===== src/rtl/regfile_wb_arbiter.sv =====
// Shares the register file write port between the ALU (req0) and the load unit (req1).
// Each requester has a one-entry buffer. A round-robin arbiter drains the buffers into a registered write stage.
module regfile_wb_arbiter #(
    parameter int DATA_WIDTH = 16,
    parameter int ADDR_WIDTH = 4
) (
    input  logic                  clk,
    input  logic                  rst,
    input  logic                  req0_valid,
    input  logic [ADDR_WIDTH-1:0] req0_dest,
    input  logic [DATA_WIDTH-1:0] req0_data,
    output logic                  req0_ready,
    input  logic                  req1_valid,
    input  logic [ADDR_WIDTH-1:0] req1_dest,
    input  logic [DATA_WIDTH-1:0] req1_data,
    output logic                  req1_ready,
    output logic                  reg_write_en,
    output logic [ADDR_WIDTH-1:0] reg_write_dest,
    output logic [DATA_WIDTH-1:0] reg_write_data,
    input  logic [ADDR_WIDTH-1:0] rd_addr_1,
    input  logic [ADDR_WIDTH-1:0] rd_addr_2,
    output logic                  hazard_1,
    output logic                  hazard_2
);

    logic [1:0]            valid;
    logic [1:0]            ready;
    logic [1:0]            accept;
    logic [1:0]            grant;
    logic [1:0]            hazard;
    logic [ADDR_WIDTH-1:0] dest_in [2];
    logic [DATA_WIDTH-1:0] data_in [2];
    logic [ADDR_WIDTH-1:0] rd_addr [2];

    logic [1:0]            occ_reg;
    logic [ADDR_WIDTH-1:0] buf_dest_reg [2];
    logic [DATA_WIDTH-1:0] buf_data_reg [2];
    logic                  rr_ptr_reg;

    logic [ADDR_WIDTH-1:0] sel_dest;
    logic [DATA_WIDTH-1:0] sel_data;

    assign valid      = {req1_valid, req0_valid};
    assign dest_in[0] = req0_dest;
    assign dest_in[1] = req1_dest;
    assign data_in[0] = req0_data;
    assign data_in[1] = req1_data;
    assign rd_addr[0] = rd_addr_1;
    assign rd_addr[1] = rd_addr_2;

    assign req0_ready = ready[0];
    assign req1_ready = ready[1];
    assign hazard_1   = hazard[0];
    assign hazard_2   = hazard[1];

    // A lone occupied buffer always wins; rr_ptr only breaks ties.
    always_comb begin
        grant = occ_reg;
        if (occ_reg == 2'b11) begin
            grant = rr_ptr_reg ? 2'b10 : 2'b01;
        end
    end

    always_comb begin
        sel_dest = buf_dest_reg[0];
        sel_data = buf_data_reg[0];
        if (grant[1]) begin
            sel_dest = buf_dest_reg[1];
            sel_data = buf_data_reg[1];
        end
    end

    generate
        for (genvar gi = 0; gi < 2; gi++) begin : g_port
            // A buffer being drained this cycle can be refilled at the same edge.
            assign ready[gi]  = ~rst & (~occ_reg[gi] | grant[gi]);
            assign accept[gi] = valid[gi] & ready[gi];

            assign hazard[gi] = ~rst & (
                  (occ_reg[0]   && (buf_dest_reg[0] == rd_addr[gi]))
                | (occ_reg[1]   && (buf_dest_reg[1] == rd_addr[gi]))
                | (reg_write_en && (reg_write_dest  == rd_addr[gi])));
        end
    endgenerate

    always_ff @(posedge clk or posedge rst) begin
        if (rst) begin
            occ_reg <= 2'b00;
            for (int i = 0; i < 2; i++) begin
                buf_dest_reg[i] <= '0;
                buf_data_reg[i] <= '0;
            end
        end else begin
            for (int i = 0; i < 2; i++) begin
                if (accept[i]) begin
                    occ_reg[i]      <= 1'b1;
                    buf_dest_reg[i] <= dest_in[i];
                    buf_data_reg[i] <= data_in[i];
                end else if (grant[i]) begin
                    occ_reg[i] <= 1'b0;
                end
            end
        end
    end

    // Pointer advances to the loser only when both buffers actually competed.
    always_ff @(posedge clk or posedge rst) begin
        if (rst) begin
            rr_ptr_reg <= 1'b0;
        end else if (occ_reg == 2'b11) begin
            rr_ptr_reg <= grant[0];
        end
    end

    always_ff @(posedge clk or posedge rst) begin
        if (rst) begin
            reg_write_en   <= 1'b0;
            reg_write_dest <= '0;
            reg_write_data <= '0;
        end else begin
            reg_write_en <= |grant;
            if (|grant) begin
                reg_write_dest <= sel_dest;
                reg_write_data <= sel_data;
            end
        end
    end

endmodule

===== config.mk =====
export PLATFORM = sky130hd
export DESIGN_NAME = regfile_wb_arbiter
export DESIGN_NICKNAME = d
export VERILOG_FILES = /design/src/rtl/regfile_wb_arbiter.sv
export SDC_FILE = /design/constraint.sdc
export NUM_CORES = 1
export LEC_CHECK = 0
export CORE_UTILIZATION = 25
export DETAILED_ROUTE_END_ITERATION = 7
export HOLD_SLACK_MARGIN = 0.12
export SLEW_MARGIN = 20
export SYNTH_ARGS = -nofsm -noshare
export SYNTH_HDL_FRONTEND = slang
export SYNTH_SLANG_ARGS = --single-unit

===== constraint.sdc =====
create_clock -name clk -period 4.3 [get_ports clk]
set_clock_uncertainty 0.1 [all_clocks]
set_input_delay 0.645 -clock clk [delete_from_list [all_inputs] [get_ports clk]]
set_output_delay 0.645 -clock clk [all_outputs]
set_load 0.05 [all_outputs]

After elaboration in Yosys (flattened, before gate mapping)
Index checks and enable logic that the tools add are counted.
{"block": "word_totals", "reg_bits": 64, "inputBits": 52, "output_inout_bits": 25, "elab_cells": 49}
{"block": "classes", "n_eq_ne": 7, "n_mux": 8, "bitwise": 15, "n_reduce_logical": 9}
{"operator": "4-bit == test", "n": 6}
{"operator": "16-bit two-way mux", "n": 1}
{"operator": "1-bit bitwise AND", "n": 6}
{"operator": "1-bit logical AND", "n": 6}
{"operator": "1-bit bitwise OR", "n": 6}
{"operator": "1-bit two-way mux", "n": 4}
{"operator": "2-bit two-way mux", "n": 2}
{"operator": "4-bit two-way mux", "n": 1}
{"operator": "2-bit nonzero test", "n": 2}
{"operator": "1-bit inverter", "n": 3}
{"operator": "2-bit == test (second input constant)", "n": 1}
{"operator": "2-bit OR reduction", "n": 1}

Depth between registers and ports, before layout
{"block": "depth", "word_depth": 6, "depth_mapped": 5, "mapped_depth_nobuf": 4}

Worst setup path after synthesis
No wires, ideal clock.
{"block": "synth_timing", "kind": "input port to output port", "start": "input port rst", "end": "output port hazard_1", "arrival_time_ps": 2636, "t_required_ps": 3555, "slack_ps": 919, "cell_stages": 3, "path_buffers": 0, "path_cell_list": "inv_1 -> nand4_1 -> nand3_1"}
{"block": "synth_via", "elab_chain_len": 2}
{"item": "start: declaration", "line": "8", "source": "input logic rst,"}
{"item": "1-bit inverter", "line": "79", "source": "assign hazard[gi] = ~rst & ("}
{"item": "1-bit bitwise AND", "line": "79"}
{"item": "end: declaration", "line": "22", "source": "output logic hazard_1,"}
No other way between the ends.

Final worst setup path
{"block": "layout_timing", "start": "input port rd_addr_2[0]", "end": "output port hazard_2"}
{"block": "layout_via", "elab_chain_len": 5, "word_cells_on_any_way": 9, "classes_between": "3 x eq/ne; 3 x bitwise; 3 x reduce/logical"}
{"item": "start: declaration", "line": "21", "source": "input logic [ADDR_WIDTH-1:0] rd_addr_2,"}
{"item": "4-bit == test (on tied branches)", "line": "80, 81"}
{"item": "1-bit logical AND (on tied branches)", "line": "80, 81"}
{"item": "1-bit bitwise OR", "line": "81", "source": "| (occ_reg[1] && (buf_dest_reg[1] == rd_addr[gi]))"}
{"item": "1-bit bitwise OR (*)", "line": "82", "source": "| (reg_write_en && (reg_write_dest == rd_addr[gi])));"}
{"item": "1-bit bitwise AND (*)", "line": "79"}
{"item": "end: declaration", "line": "23", "source": "output logic hazard_2"}
Every way passes the cells marked *; elsewhere a longest branch is shown, timed or not.

==> flow_summary.yaml <==
outcome:
  status: "complete, no violations"
floorplanning:
  die_x_um: 108
  coreArea_um2: 10900
  start_util: 0.259
  fp-row-count: 38
  die_y_um: 108
  pin_count: 77
  dieArea_um2: 11700
timing:
  tightest_slew_ns: 1.11
  period_needed_ns: 3.28
  finalSetupTns_ns: 0
  drv_slew: 0
  timing.fmax_mhz: 305
  slew_headroom: 0.257
  holdWs_ns: 0.368
  hold_viol_final: 0
  fin_crit_sh: 0.763
  setup_viol: 0
  rsz0062_at_grt: "no"
place:
  place_hpwl_um: 4550
  io_buffers: 76
  gp_congestion: 0.801
power:
  pwr-share-seq: 0.403
  p_sw_frac: 0.368
  combPwrFrac: 0.354
  ir_worst_vdd_v: 0.000217
  pwr_density_cell_nw_per_um2: 546
  p_leak_nw: 1.67
  power_frac_clock: 0.243
  p_sw_mw: 0.786
  p_int_mw: 1.35
worst_setup_path:
  crit_arrival_ns: 2.54
  max_stage_delay_ns: 0.81
  cp-start-kind: "primary input"
  end_kind: "primary output"
  crit_required_ns: 3.56
  crit_type: "primary input to primary output"
  cp_cell_sequence: "clkdlybuf4s50_1, xor2_1, nor3_1, nand3_1, nand3_1, clkdlybuf4s50_1"
  cpMaxStageDelayCell: "clkdlybuf4s50_1"
  cp_num_buf_inv: 2
  cp_top_family: "buffers and inverters"
  critPathMaxFanout: 3
clocking:
  clock_path_buffers: 2
  cts.repair.resized: 0
  cts_tree: "built"
  cts-root-buf: "clkbuf_8"
  cts_buffers: 9
  path_clk_slew_ns: 0.07
  htree_levels: 3
  cts.sinks: 64
  clkLatencyLatePin_ns: 0.33
  cts_setup_buffers: 0
  ctsHoldBuffers: 0
route:
  num_vias: 2000
  first_iter_violations: 57
  drc: 0
  wire_per_inst_um: 15.2
  ant_nets: 0
  vias_per_cell: 4.42
  dr.pass1.iters: 4
  drt-total-wl_um: 6880
global_route:
  grt_start_max_net_pins: 65
  grt_pass1_vias: 2113
  grt_usage: 0.128
  antenna_found_initial: 0
  grt_pass1_wl_um: 11000
  overflow: 0
logic_synthesis:
  synthCells: 228
  ys_seq_elements: 64
  synth_cell_type_count: 20
  yosysWarnings: 0
  ys_seq_area_frac: 0.569
  synth.avg_cell_area_um2: 12.4
  synthesis.area_um2: 2820
  synth_fp_nets: 280
cells_and_area:
  antenna_cells: 0
  nNetsFinal: 359
  largest_register_ffs: 32
  drive_gt1_frac: 0.199
  layout_common_cells: "clkdlybuf4s50_1 (76), dfrtp_1 (64), nand2_1 (42)"
  layout_commonest_cell: "clkdlybuf4s50_1"
  syn_to_final_growth_pct: 39.0
min_path:
  hold_path.class: "flop to flop"
run:
  drv_cap: 0
## area by class of cell
type                       instances  area (µm²)
multi-input combinational        151        1150
clock inverter                     3        40.0
clock buffer                      13         159
sequential                        64        1600
inverter                           3        11.3
fill                            1088        6970
tap                              140         175
timing repair buffer              78         776
## kinds of logic after synthesis
group / after synthesis / synth area share
xor+xnor: 25 / 0.0777
buf+inv: 13 / 0.0280
compound gates: 26 / 0.0720
flops: 64 / 0.569
simple gates: 60 / 0.0897
mux: 40 / 0.164
## Yosys cell counts, drive strengths merged
| library cell | number | share of area |
|---|---|---|
| nor2 | 1 | 0.0013 |
| buf | 4 | 0.016 |
| xor2 | 18 | 0.056 |
| inv | 3 | 0.0040 |
| mux2 | 40 | 0.16 |
| nand4 | 2 | 0.0044 |
| o21ai | 2 | 0.0036 |
| clkbuf | 6 | 0.0080 |
| nor3 | 6 | 0.011 |
| nor2b | 2 | 0.0044 |
| a22oi | 20 | 0.053 |
| nand3 | 6 | 0.011 |
| xnor2 | 7 | 0.022 |
| a21boi | 2 | 0.0053 |
| a31oi | 2 | 0.0098 |
| nand2 | 43 | 0.058 |
| dfrtp | 64 | 0.57 |
## worst paths after layout
check | end | startpoint | slack (ns) | depth (start not counted)
setup / recovery | hazard_2 | rd_addr_2[0] | 1.02 | 6
hold / removal | reg_write_data[10] | buf_data_reg[26] | 0.37 | 2
setup reg to reg | buf_data_reg[4] | rr_ptr_reg | 2.40 | 4
hold reg to reg | reg_write_data[10] | buf_data_reg[26] | 0.37 | 2
max in group asynchronous | reg_write_data[14] | rst | 2.54 | 3
min in group asynchronous | reg_write_dest[3] | rst | 1.00 | 3
## per-layer routing
metal | GRT usage | share of wire
met5 | 0 | 0
met4 | 0.0538 | 0.012
met3 | 0.0344 | 0.049
met2 | 0.203 | 0.50
met1 | 0.164 | 0.44
## tightest hold or removal path: stages, from the launching register on
cell	delay, ns
dfrtp_1	0.34
nand2_1	0.05
nand2_1	0.05
## stage by stage
stage | power [mW] | worst slack (ns) | std cells | instance area (µm²) | util
floorplan | 1.35 | 0.919 | 228 | 2820 | -
global placement | 1.62 | 1.05 | 436 | 3710 | 0.341
detailed placement | 1.64 | 1.01 | 436 | 3720 | 0.341
CTS | 2.17 | 1.01 | 452 | 3920 | 0.360
global route | 2.26 | 0.928 | 452 | 3920 | 0.360
finish | 2.14 | 1.02 | 452 | 3920 | 0.360
## power by group through the flow
stage | Combinational, mW | Sequential (mW) | Clock [mW]
final | 0.755 | 0.861 | 0.520
after global routing | 0.811 | 0.879 | 0.575
after CTS | 0.766 | 0.862 | 0.545
after detailed placement | 0.763 | 0.872 | 0
after global placement | 0.753 | 0.868 | 0
after floorplan | 0.261 | 1.09 | 0
Power figures use the tool's default switching activity.
